===== config.mk =====
export PLATFORM = sky130hd
export DESIGN_NAME = dkongjr_obj_arb_flat
export DESIGN_NICKNAME = d
export VERILOG_FILES = /design/src/rtl/dkongjr_obj_arb_if.sv /design/src/rtl/dkongjr_obj_arb.sv /design/src/flat_wrapper.sv
export SDC_FILE = /design/constraint.sdc
export NUM_CORES = 1
export LEC_CHECK = 0
export CAP_MARGIN = 20
export CORE_ASPECT_RATIO = 1.4
export CORE_UTILIZATION = 35
export DETAILED_ROUTE_END_ITERATION = 7
export PLACE_DENSITY = 0.65
export SLEW_MARGIN = 15
export SYNTH_ARGS = -nofsm -noshare
export SYNTH_HDL_FRONTEND = slang
export SYNTH_SLANG_ARGS = --single-unit

===== constraint.sdc =====
create_clock -name CLK_12M -period 3.4 [get_ports CLK_12M]
set_input_delay 0.68 -clock CLK_12M [delete_from_list [all_inputs] [get_ports CLK_12M]]
set_output_delay 0.68 -clock CLK_12M [all_outputs]
set_load 0.1 [all_outputs]

===== src/rtl/dkongjr_obj_arb_if.sv =====
// CPU-side bus of the object RAM arbiter.
// The CPU (master) drives address, write data and the active-low strobes.
// The arbiter (slave) returns read data and the active-low wait line.
interface dkongjr_obj_arb_if;
    logic [9:0] I_CPU_AB;
    logic [7:0] I_CPU_DB;
    logic       I_CPU_WRn;
    logic       I_CPU_RDn;
    logic [7:0] O_CPU_DB;
    logic       O_CPU_WAITn;

    modport master (
        output I_CPU_AB, I_CPU_DB, I_CPU_WRn, I_CPU_RDn,
        input  O_CPU_DB, O_CPU_WAITn
    );

    modport slave (
        input  I_CPU_AB, I_CPU_DB, I_CPU_WRn, I_CPU_RDn,
        output O_CPU_DB, O_CPU_WAITn
    );
endinterface


===== src/rtl/dkongjr_obj_arb.sv =====
// Object RAM arbiter / sequencer for the sprite line engine.
// Shares the single 1K x 8 object RAM port between the line scanner (which
// owns the RAM whenever I_H_CNT[9] is low), a CPU port with wait states, and
// a once-per-frame block-copy DMA from work RAM.
// Optional feature: define OBJ_ARB_CPU_PRIO_EN to let a CPU request beat the
// DMA at every arbitration point; otherwise the CPU waits for DMA completion.
module dkongjr_obj_arb #(
    parameter int DMA_LEN     = 384,
    parameter int SCAN_BANK_W = 1
) (
    input  logic                 CLK_12M,
    input  logic                 RST_4L,
    input  logic [9:0]           I_H_CNT,
    input  logic                 I_2PSL,
    dkongjr_obj_arb_if.slave     cpu,
    input  logic                 I_DMA_START,
    input  logic [15:0]          I_DMA_SRC,
    output logic                 O_SRC_RQ,
    output logic [15:0]          O_SRC_AB,
    input  logic                 I_SRC_ACK,
    input  logic [7:0]           I_SRC_D,
    output logic [9:0]           O_RAM_AB,
    output logic [7:0]           O_RAM_DI,
    output logic                 O_RAM_WE,
    output logic                 O_RAM_CS,
    input  logic [7:0]           I_RAM_DO,
    output logic                 O_DMA_BUSY,
    output logic                 O_DMA_DONE
);

`ifdef OBJ_ARB_CPU_PRIO_EN
    localparam bit CPU_PRIO = 1'b1;
`else
    localparam bit CPU_PRIO = 1'b0;
`endif

    localparam logic [9:0] LAST_CNT = 10'(DMA_LEN - 1);

    typedef enum logic [2:0] {
        IDLE,
        CPU_ACC,
        CPU_RD,
        DMA_FETCH,
        DMA_WRITE
    } state_t;

    state_t      state_q, state_d;
    logic [9:0]  dma_cnt_q, dma_cnt_d;
    logic [15:0] src_base_q, src_base_d;
    logic [7:0]  byte_q, byte_d;
    logic        byte_rdy_q, byte_rdy_d;
    logic        busy_q, busy_d;
    logic        done_q, done_d;
    logic        cpu_done_q, cpu_done_d;
    logic [7:0]  cpu_db_q, cpu_db_d;

    logic        scan_win;
    logic        cpu_req;
    logic        cpu_wr;
    logic        cpu_complete;
    logic [9:0]  scan_ab;
    logic [9:0]  ram_ab;
    logic [7:0]  ram_di;
    logic        ram_we;
    logic        ram_cs;
    logic        src_rq;

    assign scan_win = ~I_H_CNT[9];
    assign scan_ab  = {{SCAN_BANK_W{I_2PSL}}, I_H_CNT[9-SCAN_BANK_W:0]};
    assign cpu_wr   = ~cpu.I_CPU_WRn;
    // cpu_done blocks a second access until the CPU releases both strobes.
    assign cpu_req  = (~cpu.I_CPU_WRn | ~cpu.I_CPU_RDn) & ~cpu_done_q;

    // Next-state, DMA bookkeeping and RAM/source bus drive.
    always_comb begin
        // NOTE: every signal gets a default first so no path leaves it unassigned, which would infer a latch.
        state_d      = state_q;
        dma_cnt_d    = dma_cnt_q;
        src_base_d   = src_base_q;
        byte_d       = byte_q;
        byte_rdy_d   = byte_rdy_q;
        busy_d       = busy_q;
        done_d       = 1'b0;
        cpu_db_d     = cpu_db_q;
        cpu_complete = 1'b0;
        ram_ab       = '0;
        ram_di       = '0;
        ram_we       = 1'b0;
        ram_cs       = 1'b0;
        src_rq       = 1'b0;

        // A start while a copy is running is ignored.
        if (I_DMA_START && !busy_q) begin
            busy_d     = 1'b1;
            src_base_d = I_DMA_SRC;
            dma_cnt_d  = '0;
            byte_rdy_d = 1'b0;
        end

        unique case (state_q)
            IDLE: begin
                if (CPU_PRIO && cpu_req && !scan_win) begin
                    state_d = CPU_ACC;
                end else if (busy_q) begin
                    // A byte held back for a CPU access is written before fetching more.
                    if (!byte_rdy_q)    state_d = DMA_FETCH;
                    else if (!scan_win) state_d = DMA_WRITE;
                end else if (cpu_req && !scan_win) begin
                    state_d = CPU_ACC;
                end
            end

            CPU_ACC: begin
                if (!cpu_req) begin
                    state_d = IDLE;
                end else if (!scan_win) begin
                    ram_ab = cpu.I_CPU_AB;
                    ram_cs = 1'b1;
                    if (cpu_wr) begin
                        ram_we       = 1'b1;
                        ram_di       = cpu.I_CPU_DB;
                        cpu_complete = 1'b1;
                        state_d      = IDLE;
                    end else begin
                        state_d = CPU_RD;
                    end
                end
            end

            CPU_RD: begin
                // The synchronous RAM presents the addressed byte this cycle.
                cpu_db_d     = I_RAM_DO;
                cpu_complete = 1'b1;
                state_d      = IDLE;
            end

            DMA_FETCH: begin
                src_rq = 1'b1;
                if (I_SRC_ACK) begin
                    byte_d     = I_SRC_D;
                    byte_rdy_d = 1'b1;
                    state_d    = (CPU_PRIO && cpu_req) ? IDLE : DMA_WRITE;
                end
            end

            DMA_WRITE: begin
                if (!scan_win) begin
                    ram_ab     = dma_cnt_q;
                    ram_di     = byte_q;
                    ram_we     = 1'b1;
                    ram_cs     = 1'b1;
                    byte_rdy_d = 1'b0;
                    if (dma_cnt_q == LAST_CNT) begin
                        done_d    = 1'b1;
                        busy_d    = 1'b0;
                        dma_cnt_d = '0;
                        state_d   = IDLE;
                    end else begin
                        dma_cnt_d = dma_cnt_q + 10'd1;
                        state_d   = (CPU_PRIO && cpu_req) ? IDLE : DMA_FETCH;
                    end
                end
            end

            default: state_d = IDLE;
        endcase

        // The line scanner owns the RAM port whenever its window is open.
        if (scan_win) begin
            ram_ab = scan_ab;
            ram_di = '0;
            ram_we = 1'b0;
            ram_cs = 1'b1;
        end

        if (cpu.I_CPU_WRn && cpu.I_CPU_RDn) cpu_done_d = 1'b0;
        else if (cpu_complete)              cpu_done_d = 1'b1;
        else                                cpu_done_d = cpu_done_q;
    end

    // State register; reset abandons any copy in progress without a DONE pulse.
    always_ff @(posedge CLK_12M or negedge RST_4L) begin
        // NOTE: sequential state uses non-blocking assignments so all flops update from pre-edge values.
        if (!RST_4L) begin
            state_q    <= IDLE;
            dma_cnt_q  <= '0;
            src_base_q <= '0;
            byte_q     <= '0;
            byte_rdy_q <= 1'b0;
            busy_q     <= 1'b0;
            done_q     <= 1'b0;
            cpu_done_q <= 1'b0;
            cpu_db_q   <= '0;
        end else begin
            state_q    <= state_d;
            dma_cnt_q  <= dma_cnt_d;
            src_base_q <= src_base_d;
            byte_q     <= byte_d;
            byte_rdy_q <= byte_rdy_d;
            busy_q     <= busy_d;
            done_q     <= done_d;
            cpu_done_q <= cpu_done_d;
            cpu_db_q   <= cpu_db_d;
        end
    end

    assign O_RAM_AB        = ram_ab;
    assign O_RAM_DI        = ram_di;
    assign O_RAM_WE        = ram_we;
    assign O_RAM_CS        = ram_cs;
    assign O_SRC_RQ        = src_rq;
    assign O_SRC_AB        = src_rq ? (src_base_q + {6'd0, dma_cnt_q}) : 16'd0;
    assign O_DMA_BUSY      = busy_q;
    assign O_DMA_DONE      = done_q;
    assign cpu.O_CPU_DB    = cpu_db_q;
    assign cpu.O_CPU_WAITn = ~cpu_req;

endmodule


===== src/flat_wrapper.sv =====
// flat-port wrapper written by rule: the top's interface ports become plain ports
module dkongjr_obj_arb_flat 
#(
    parameter int DMA_LEN     = 384,
    parameter int SCAN_BANK_W = 1
)
  (CLK_12M, RST_4L, I_H_CNT, I_2PSL, I_DMA_START, I_DMA_SRC, O_SRC_RQ, O_SRC_AB, I_SRC_ACK, I_SRC_D, O_RAM_AB, O_RAM_DI, O_RAM_WE, O_RAM_CS, I_RAM_DO, O_DMA_BUSY, O_DMA_DONE, cpu_I_CPU_AB, cpu_I_CPU_DB, cpu_I_CPU_WRn, cpu_I_CPU_RDn, cpu_O_CPU_DB, cpu_O_CPU_WAITn);
  dkongjr_obj_arb_if cpu_i ();
  input  logic CLK_12M;
  input  logic RST_4L;
  input  logic [9:0] I_H_CNT;
  input  logic I_2PSL;
  input  logic I_DMA_START;
  input  logic [15:0] I_DMA_SRC;
  output logic O_SRC_RQ;
  output logic [15:0] O_SRC_AB;
  input  logic I_SRC_ACK;
  input  logic [7:0] I_SRC_D;
  output logic [9:0] O_RAM_AB;
  output logic [7:0] O_RAM_DI;
  output logic O_RAM_WE;
  output logic O_RAM_CS;
  input  logic [7:0] I_RAM_DO;
  output logic O_DMA_BUSY;
  output logic O_DMA_DONE;
  input wire logic [$bits(cpu_i.I_CPU_AB)-1:0] cpu_I_CPU_AB;
  input wire logic [$bits(cpu_i.I_CPU_DB)-1:0] cpu_I_CPU_DB;
  input wire logic [$bits(cpu_i.I_CPU_WRn)-1:0] cpu_I_CPU_WRn;
  input wire logic [$bits(cpu_i.I_CPU_RDn)-1:0] cpu_I_CPU_RDn;
  output wire logic [$bits(cpu_i.O_CPU_DB)-1:0] cpu_O_CPU_DB;
  output wire logic [$bits(cpu_i.O_CPU_WAITn)-1:0] cpu_O_CPU_WAITn;
  assign cpu_i.I_CPU_AB = cpu_I_CPU_AB;
  assign cpu_i.I_CPU_DB = cpu_I_CPU_DB;
  assign cpu_i.I_CPU_WRn = cpu_I_CPU_WRn;
  assign cpu_i.I_CPU_RDn = cpu_I_CPU_RDn;
  assign cpu_O_CPU_DB = cpu_i.O_CPU_DB;
  assign cpu_O_CPU_WAITn = cpu_i.O_CPU_WAITn;
  dkongjr_obj_arb #(.DMA_LEN(DMA_LEN), .SCAN_BANK_W(SCAN_BANK_W)) u_core (.CLK_12M(CLK_12M), .RST_4L(RST_4L), .I_H_CNT(I_H_CNT), .I_2PSL(I_2PSL), .cpu(cpu_i), .I_DMA_START(I_DMA_START), .I_DMA_SRC(I_DMA_SRC), .O_SRC_RQ(O_SRC_RQ), .O_SRC_AB(O_SRC_AB), .I_SRC_ACK(I_SRC_ACK), .I_SRC_D(I_SRC_D), .O_RAM_AB(O_RAM_AB), .O_RAM_DI(O_RAM_DI), .O_RAM_WE(O_RAM_WE), .O_RAM_CS(O_RAM_CS), .I_RAM_DO(I_RAM_DO), .O_DMA_BUSY(O_DMA_BUSY), .O_DMA_DONE(O_DMA_DONE));
endmodule

# Word-level counts from Yosys, hierarchy flattened
# Index checks and enable logic that the tools add are counted.
[op_classes]
magnitude_cmp = 0
n_eq_ne = 10
n_reduce_logical = 8
shifts = 0
multipliers = 0
n_mux = 47
n_bitwise = 6
n_addsub = 2
div = 0
[ops]
columns = ["operator", "n"]
rows = [
  ["10-bit 2-to-1 mux", 6],
  ["3-bit 2-to-1 mux", 8],
  ["8-bit 2-to-1 mux", 3],
  ["1-bit 2-to-1 mux", 20],
  ["10-bit case mux with 2 select lines", 1],
  ["16-bit by 10-bit adder with 16-bit output", 1],
  ["16-bit 2-to-1 mux", 1],
  ["8-bit case mux with 2 select lines", 1],
  ["3-bit case mux with 4 select lines", 1],
  ["10-bit by 1-bit adder with 10-bit output (second input constant)", 1],
  ["10-bit by 9-bit equality test with 1-bit output (second input constant)", 1],
  ["1-bit case mux with 2 select lines", 4],
  ["3-bit by 2-bit equality test with 1-bit output (second input constant)", 2],
  ["5-bit AND reduction", 1],
  ["2-bit 2-to-1 mux", 2],
  ["2-bit inequality test (second input constant)", 2],
  ["4-bit inequality test (second input constant)", 1],
  ["1-bit NOT", 4],
  ["3-bit by 1-bit equality test with 1-bit output (second input constant)", 1],
  ["3-bit equality test (second input constant)", 1],
  ["1-bit logical AND", 3],
  ["3-bit zero test", 1],
  ["3-bit by 1-bit inequality test with 1-bit output (second input constant)", 1],
  ["3-bit inequality test (second input constant)", 1],
  ["5 further kinds", 5],
]
[totals]
latch_bits = 0
input_bits = 67
memories = 0
wordCells = 82
ff_bits = 49
output_inout_bits = 48
mem_bits_ro = 0
ramBits = 0

# Longest topological paths before layout
# Gate-level depths: netlist of the first run.
[depth]
depth_word = 7
ltp_mapped = 8
depth_no_buf = 8

# Worst setup path after synthesis of the first run
# Ideal clock, no wire load.
[synth_timing]
kind = "flip-flop to output port"
start = "reg u_core.dma_cnt_q[5]"
end = "out O_SRC_AB[7]"
setup_slack_ns = -0.897
t_arrival_ns = 3.617
t_required_ns = 2.720
n_path_buf = 1
stages_incl_launch_ff = 8
cell_sequence = "dfrtp_1 -> ha_1 -> buf_2 -> and4_1 -> a21oi_1 -> a21boi_0 -> o21ai_0 -> nor3b_1"
[synth_between]
elab_chain_len = 2
[synth_rtl]
columns = ["element", "line_no", "text"]
rows = [
  ["start, declared", "dkongjr_obj_arb.sv:48", "logic [9:0] dma_cnt_q, dma_cnt_d;"],
  ["start signal, assigned", "dkongjr_obj_arb.sv:196", "dma_cnt_q <= dma_cnt_d;"],
  ["16-bit by 10-bit adder with 16-bit output", "dkongjr_obj_arb.sv:212", "assign O_SRC_AB = src_rq ? (src_base_q + {6'd0, dma_cnt_q}) : 16'd0;"],
  ["16-bit 2-to-1 mux", "dkongjr_obj_arb.sv:212", ""],
  ["end, declared", "flat_wrapper.sv:16", "output logic [15:0] O_SRC_AB;"],
]
# Every way passes these cells.

# Final worst setup path of the first run
[layout_timing]
start = "reg u_core.dma_cnt_q[0]"
end = "out O_SRC_AB[14]"
# The elaborated chain is that of the path after synthesis.

==> results of run 1 <==
-- logic make-up (layout without fill, tap and decap cells) --
family,after synthesis,after routing,share of synthesized area (%)
AO/OA/AOI/OAI,102,102,20.4
XOR/XNOR,6,6,1.57
adder cells (fa/ha/maj),12,12,4.72
buffers and inverters,35,149,4.76
flip-flops,49,49,36.7
multiplexers,34,34,11.4
AND/OR/NAND/NOR,125,125,20.4
-- cell usage in the layout, fill, tap and decap left out, types with 5 or more instances in the layout --
master,n
nand3_1,7
buf_12,38
nor4_1,5
mux2_2,33
nand2_1,27
o22ai_4,9
inv_1,15
nor2_1,29
buf_4,14
o21ai_0,11
clkdlybuf4s50_1,73
a22oi_1,18
nand4_1,5
a21oi_1,14
o21ai_1,8
clkbuf_16,5
a31oi_1,5
nand2b_1,6
dfrtp_1,48
ha_1,7
and3_1,7
-- critical path: stages, from the launching register on --
cell       delay (ns)
dfrtp_1          0.36
ha_2             0.18
inv_1            0.05
fa_2             0.33
and2b_2          0.27
o2111ai_2        0.16
and4b_1          0.26
or3_4            0.38
a21oi_4          0.15
buf_12           0.19
-- flip-flops by register name (all words and copies together), names as in the netlist --
signal and cells:
u_core.cpu_done_q 1, u_core.cpu.O_CPU_DB 8, u_core.dma_cnt_q 10, u_core.byte_rdy_q 1
u_core.src_base_q 16, u_core.byte_q 8, u_core.O_DMA_BUSY 1, u_core.O_DMA_DONE 1
u_core.state_q 3
-- synth_stat cells (3+ instances only) --
master     instances  share of area [%]
a211o_1            4                1.0
a21o_1             3               0.67
a21oi_1           16                2.4
a22oi_1           18                4.0
a311oi_1           3               0.79
a31oi_1            5               0.94
and2_1             3               0.56
and3_1             7                1.3
and4_1             3               0.79
buf_2             10                1.5
clkbuf_1           7               0.79
dfrtp_1           49                 37
ha_1              11                4.1
inv_1             15                1.7
mux2_2            33                 11
nand2_1           27                3.0
nand2b_1           6                1.1
nand3_1            7                1.0
nand4_1            5               0.94
nor2_1            31                3.5
nor2b_1            4               0.75
nor3_1             5               0.75
nor4_1             5               0.94
o2111ai_1          3               0.79
o21ai_0           13                1.9
o21ai_1            7                1.0
o22ai_1           12                2.2
o31ai_1            3               0.67
or3_1              4               0.75
xor2_1             4                1.0
-- cell type report --
| type | count | area share, % |
|---|---|---|
| Clock inverter | 1 | 0.141 |
| Clock buffer | 6 | 2.60 |
| Inverter | 16 | 1.12 |
| Timing Repair Buffer | 126 | 30.0 |
| Sequential cell | 49 | 23.0 |
| Multi-Input combinational cell | 279 | 40.6 |
| Tap cell | 107 | 2.51 |
-- power groups by stage --
stage / Clock (W) / Combinational, W / Sequential [W]
finish: 0.000504 / 0.00200 / 0.000909
global route: 0.000540 / 0.00211 / 0.000937
CTS: 0.000520 / 0.00200 / 0.000905
detailed placement: 0 / 0.00198 / 0.000920
global placement: 0 / 0.00196 / 0.000912
floorplan: 0 / 0.00111 / 0.00121
-- metal layers --
layer,vias to the layer above,routed length [um],track usage [%],part of all wire (%)
li1,1582,-,-,-
met1,1554,3790,22.8,40
met2,128,4760,34.7,50
met3,15,664,5.75,7.0
met4,0,224,7.42,2.4
met5,-,0,0,0
-- per-stage QoR --
stage	hold slack (ns)	cell area [um^2]	TNS [ns]	instances
CTS	0.367	5300	0	583
finish	0.353	5340	0	584
detailed placement	0.494	5150	0	575
global route	0.386	5340	0	584
floorplan	0.384	3520	-5.50	363
global placement	0.489	5130	0	574
-- repair_timing --
action | 4_1_cts | 5_1_grt
endpoints found under the setup margin | 2 | 3
resized for setup | 1 | 10
pin swaps | 1 | 4
setup buffers | 1 | 1
-- path summary, 6_finish.rpt --
path | startpoint | endpoint | cells past startpoint
hold reg to reg | u_core.cpu.O_CPU_DB[4] | u_core.cpu.O_CPU_DB[4] | 1
min in group CLK_12M | u_core.cpu.O_CPU_DB[4] | u_core.cpu.O_CPU_DB[4] | 1
hold / removal | RST_4L | u_core.byte_q[4] | 1
setup reg to reg | u_core.state_q[2] | u_core.dma_cnt_q[4] | 6
max in group asynchronous | RST_4L | u_core.src_base_q[13] | 2
setup / recovery | u_core.dma_cnt_q[0] | O_SRC_AB[14] | 9
==> flow_metrics.tcl, run 1 <==
set metrics [dict create \
    cp-end-kind "output port" \
    clock_path_buffers 2 \
    worst_slack_ns 0.0957 \
    postLayoutCoreUtil_pct 58.5 \
    wl_um 9440 \
    hpwl_um 7490 \
    nFillCells 806 \
    hold_violations 0 \
    antenna_left 0 \
    ys_ff_latch 49 \
    grt_pass1_wl_um 16100 \
    via_per_inst 5.61 \
    path_max_fanout 4 \
    grt_max_degree 29 \
    final_nets 556 \
    core.rowCount 41 \
    critPathArrivalTime_ns 2.62 \
    p_int_w 0.00175 \
    pre_cts_slack_ns 0.189 \
    synth_flop_cell "dfrtp_1" \
    numCtsBuffers 5 \
    vdd_drop_max_mv 0.751 \
    crit_required_ns 2.72 \
    drive_above_1_share_pct 27.7 \
    worst_skew_pair.late_latency_ns 0.29 \
    multiInputGateArea_mm2 0.00217 \
    r2r_setup_slack_ns 1.41 \
    finalClockSkew_ns 0.00509 \
    start_kind "register" \
    diodes 0 \
    die_w_um 84.6 \
    cts_tree "yes" \
    max_freq_ghz 0.303 \
    synth_cell_type_count 63 \
    outcome "finished with violations" \
    synthCells 363 \
    fp.dieArea_mm2 0.00995 \
    synth_fp_nets 442 \
    cts_sinks 49 \
    synth-seq-area-share_pct 36.7 \
    regArea_mm2 0.00123 \
    async_flop_share_pct 100 \
    routedWlPerCell_um 16.2 \
    grt_usage_pct 19.9 \
    vias 3279 \
    grt_pass1_vias 3322 \
    slew_viol_final 0 \
    hold_buffers 0 \
    syn2layout_area_growth_pct 59.8 \
    antenna_found_initial 0 \
    overflow 0 \
    power_frac_seq_pct 26.6 \
    setup_viol 0 \
    htreeDepth 2 \
    core_area_mm2 0.00913 \
    avgSynthCellArea_um2 9.20 \
    p_per_area_mw_per_mm2 639 \
    die_h_um 118 \
    drcViolationCount 2 \
    dr.pass1.iters 6 \
    maxCapViolations 0 \
    critPathKind "reg2out" \
    p_switching_w 0.00166 \
    period_share_pct 97.2 \
    ioPinCount 115 \
    yosys_warnings 0 \
    rsz0062_at_grt "no" \
    leakage_nw 2.15 \
    finalPower_w 0.00341 \
    io_buffers 114 \
    tightestPinTransition_ns 0.975 \
    cts_root_buf "clkbuf_16" \
    post-route-min-period_ns 3.30 \
    p_clk_share_pct 14.8 \
    p_sw_share_pct 48.7 \
    synth-edff-count 0 \
    clk_pin_slew_ns 0.07 \
    violations "design-rule violations" \
    relSlewSlack_pct 34.8 \
    synthesis.area_mm2 0.00334 \
    start_util_pct 36.6 \
    min_path_type "in2async" \
    drt-initial-drc-count 107 \
    place.gp.congestion 0.843 \
    comb_power_share_pct 58.6 \
]
No activity file was read; power rests on OpenSTA's default activity.
==> run 2: changes to the inputs <==
clock period = 3.55 ns   (was 3.4 ns; I/O delays follow)
==> flow_metrics.tcl, run 2 (synthesized netlist as in run 1, its figures left out) <==
set metrics [dict create \
    outcome "finished with violations" \
    violations "design-rule violations" \
    core_area_mm2 0.00913 \
    grt_max_degree 38 \
    cts_tree "yes" \
    regArea_mm2 0.00123 \
    die_h_um 118 \
    maxCapViolations 0 \
    regMostFlops "u_core.src_base_q" \
    grt_pass1_vias 3285 \
    slew_viol_final 0 \
    numCtsBuffers 5 \
    grt_pass1_wl_um 16500 \
    finalClockSkew_ns 0.00435 \
    setup_tns_ns 0 \
    pre_cts_slack_ns 0.322 \
    worst_skew_pair.late_latency_ns 0.29 \
    antenna_left 0 \
    dr.pass1.iters 6 \
    routedWlPerCell_um 17.1 \
    crit_path_start "u_core.dma_cnt_q[1]" \
    drive_above_1_share_pct 24.5 \
    core.rowCount 41 \
    final_cell_mix "74 x clkdlybuf4s50_1, 49 x dfrtp_1, 36 x buf_12" \
    met2_usage_pct 37.0 \
    hold_violations 0 \
    critPathKind "reg2out" \
    crit_chain "inv_1 -> fa_1 -> and2b_2 -> o2111ai_1 -> and4b_1 -> or3_1 -> a21oi_2 -> buf_12" \
    wl_um 9940 \
    crit_buf_inv 2 \
    fp.dieArea_mm2 0.00995 \
    worst_slack_ns 0.153 \
    syn2layout_area_growth_pct 54.8 \
    drt-initial-drc-count 191 \
    grt_usage_pct 20.9 \
    p_per_area_mw_per_mm2 622 \
    vias 3286 \
    max_freq_ghz 0.294 \
    htreeDepth 2 \
    finalPower_w 0.00322 \
    period_share_pct 95.7 \
    via_per_inst 5.66 \
    min_path_type "in2async" \
    layout_commonest_cell "clkdlybuf4s50_1" \
    drcViolationCount 11 \
    cp-end-kind "output port" \
    grt.met3_usage_pct 5.54 \
    die_w_um 84.6 \
    critPathArrivalTime_ns 2.69 \
    clk_pin_slew_ns 0.07 \
    cts_sinks 49 \
    diodes 0 \
    hpwl_um 7690 \
    start_kind "register" \
    critPathTopFamily "simple AND/OR/NAND/NOR gates" \
    slowest_stage "dfrtp_1" \
    crit_required_ns 2.84 \
    fin_cells 581 \
    start_util_pct 36.6 \
    post-route-min-period_ns 3.40 \
    rsz0062_at_grt "no" \
    vdd_drop_max_mv 0.721 \
    ioPinCount 115 \
    io_buffers 114 \
    final_nets 553 \
    largestRegisters "u_core.src_base_q x16, u_core.dma_cnt_q x10" \
    setup_viol 0 \
    cts_root_buf "clkbuf_16" \
    tightestPinTransition_ns 0.981 \
    hold_buffers 0 \
    r2r-start "u_core.state_q[1]" \
    path_max_fanout 6 \
    overflow 0 \
    relSlewSlack_pct 34.4 \
    leakage_nw 2.12 \
    grt_util_met1_pct 23.5 \
    multiInputGateArea_mm2 0.00205 \
    nFillCells 824 \
    cpPeakStageDelay_ns 0.44 \
    place.gp.congestion 0.884 \
    largest_reg_flops 16 \
    clock_path_buffers 2 \
    dp_cells 573 \
    antenna_found_initial 0 \
    grt-busiest-layer "met2" \
]
-- run 2: changes by cell type in the layout (fill, tap and decap cells not counted), sizes merged --
cell and change:
clkdlybuf4s50 +1, clkinvlp -1, buf -4, clkbuf +1
-- run 2: layer usage --
layer	part of all wire (%)	up-vias
met5	0	-
met4	2.6	0
met3	7.3	17
met2	50	133
met1	40	1567
li1	-	1569
-- run 2: layout make-up --
class / count / area share (%)
tap: 107 / 2.59
inverter: 16 / 1.16
clock buffer: 7 / 2.76
timing repair buffer: 123 / 30.1
multi-input combinational: 279 / 39.7
sequential: 49 / 23.7
-- run 2: path summary, 6_finish.rpt --
| check | slack (ns) | cells after the start | to |
|---|---|---|---|
| worst min register to register | 0.51 | 1 | u_core.cpu.O_CPU_DB[0] |
| worst max-delay path | 0.15 | 8 | O_SRC_AB[14] |
| min in group CLK_12M | 0.51 | 1 | u_core.cpu.O_CPU_DB[0] |
| max in group asynchronous | 2.32 | 2 | u_core.cpu.O_CPU_DB[7] |
| worst min-delay path | 0.51 | 1 | u_core.byte_q[5] |
| worst max register to register | 1.46 | 4 | u_core.byte_q[7] |
-- run 2: where the power goes --
part | internal, W | leakage [nW] | switching, W
Clock | 0.000277 | 0.0700 | 0.000204
Combinational | 0.000656 | 1.44 | 0.00121
Sequential | 0.000715 | 0.610 | 0.000154
Total | 0.00165 | 2.12 | 0.00157
-- run 2: metrics by stage --
stage	hold WS [ns]	cell area, um^2	util (%)
6_report	0.511	5170	56.6
2_1_floorplan	0.414	3440	-
3_3_place_gp	0.491	5020	55.0
5_1_grt	0.528	5170	56.6
4_1_cts	0.514	5170	56.6
3_5_place_dp	0.499	5020	55.0
-- run 2: worst reg2reg max path: cells and delay by family (launching register included) --
family | cells | cell delay, ns
simple gates | 2 | 0.68
flops | 1 | 0.62
mux | 1 | 0.39
buf+inv | 1 | 0.30
-- run 2: timing repair --
item                                    4_1_cts  5_1_grt
endpoints found under the setup margin        2        2
gates resized for setup                       0        1
setup buffers                                 1        0
gates cloned                                  0        0
pin swaps                                     0        0
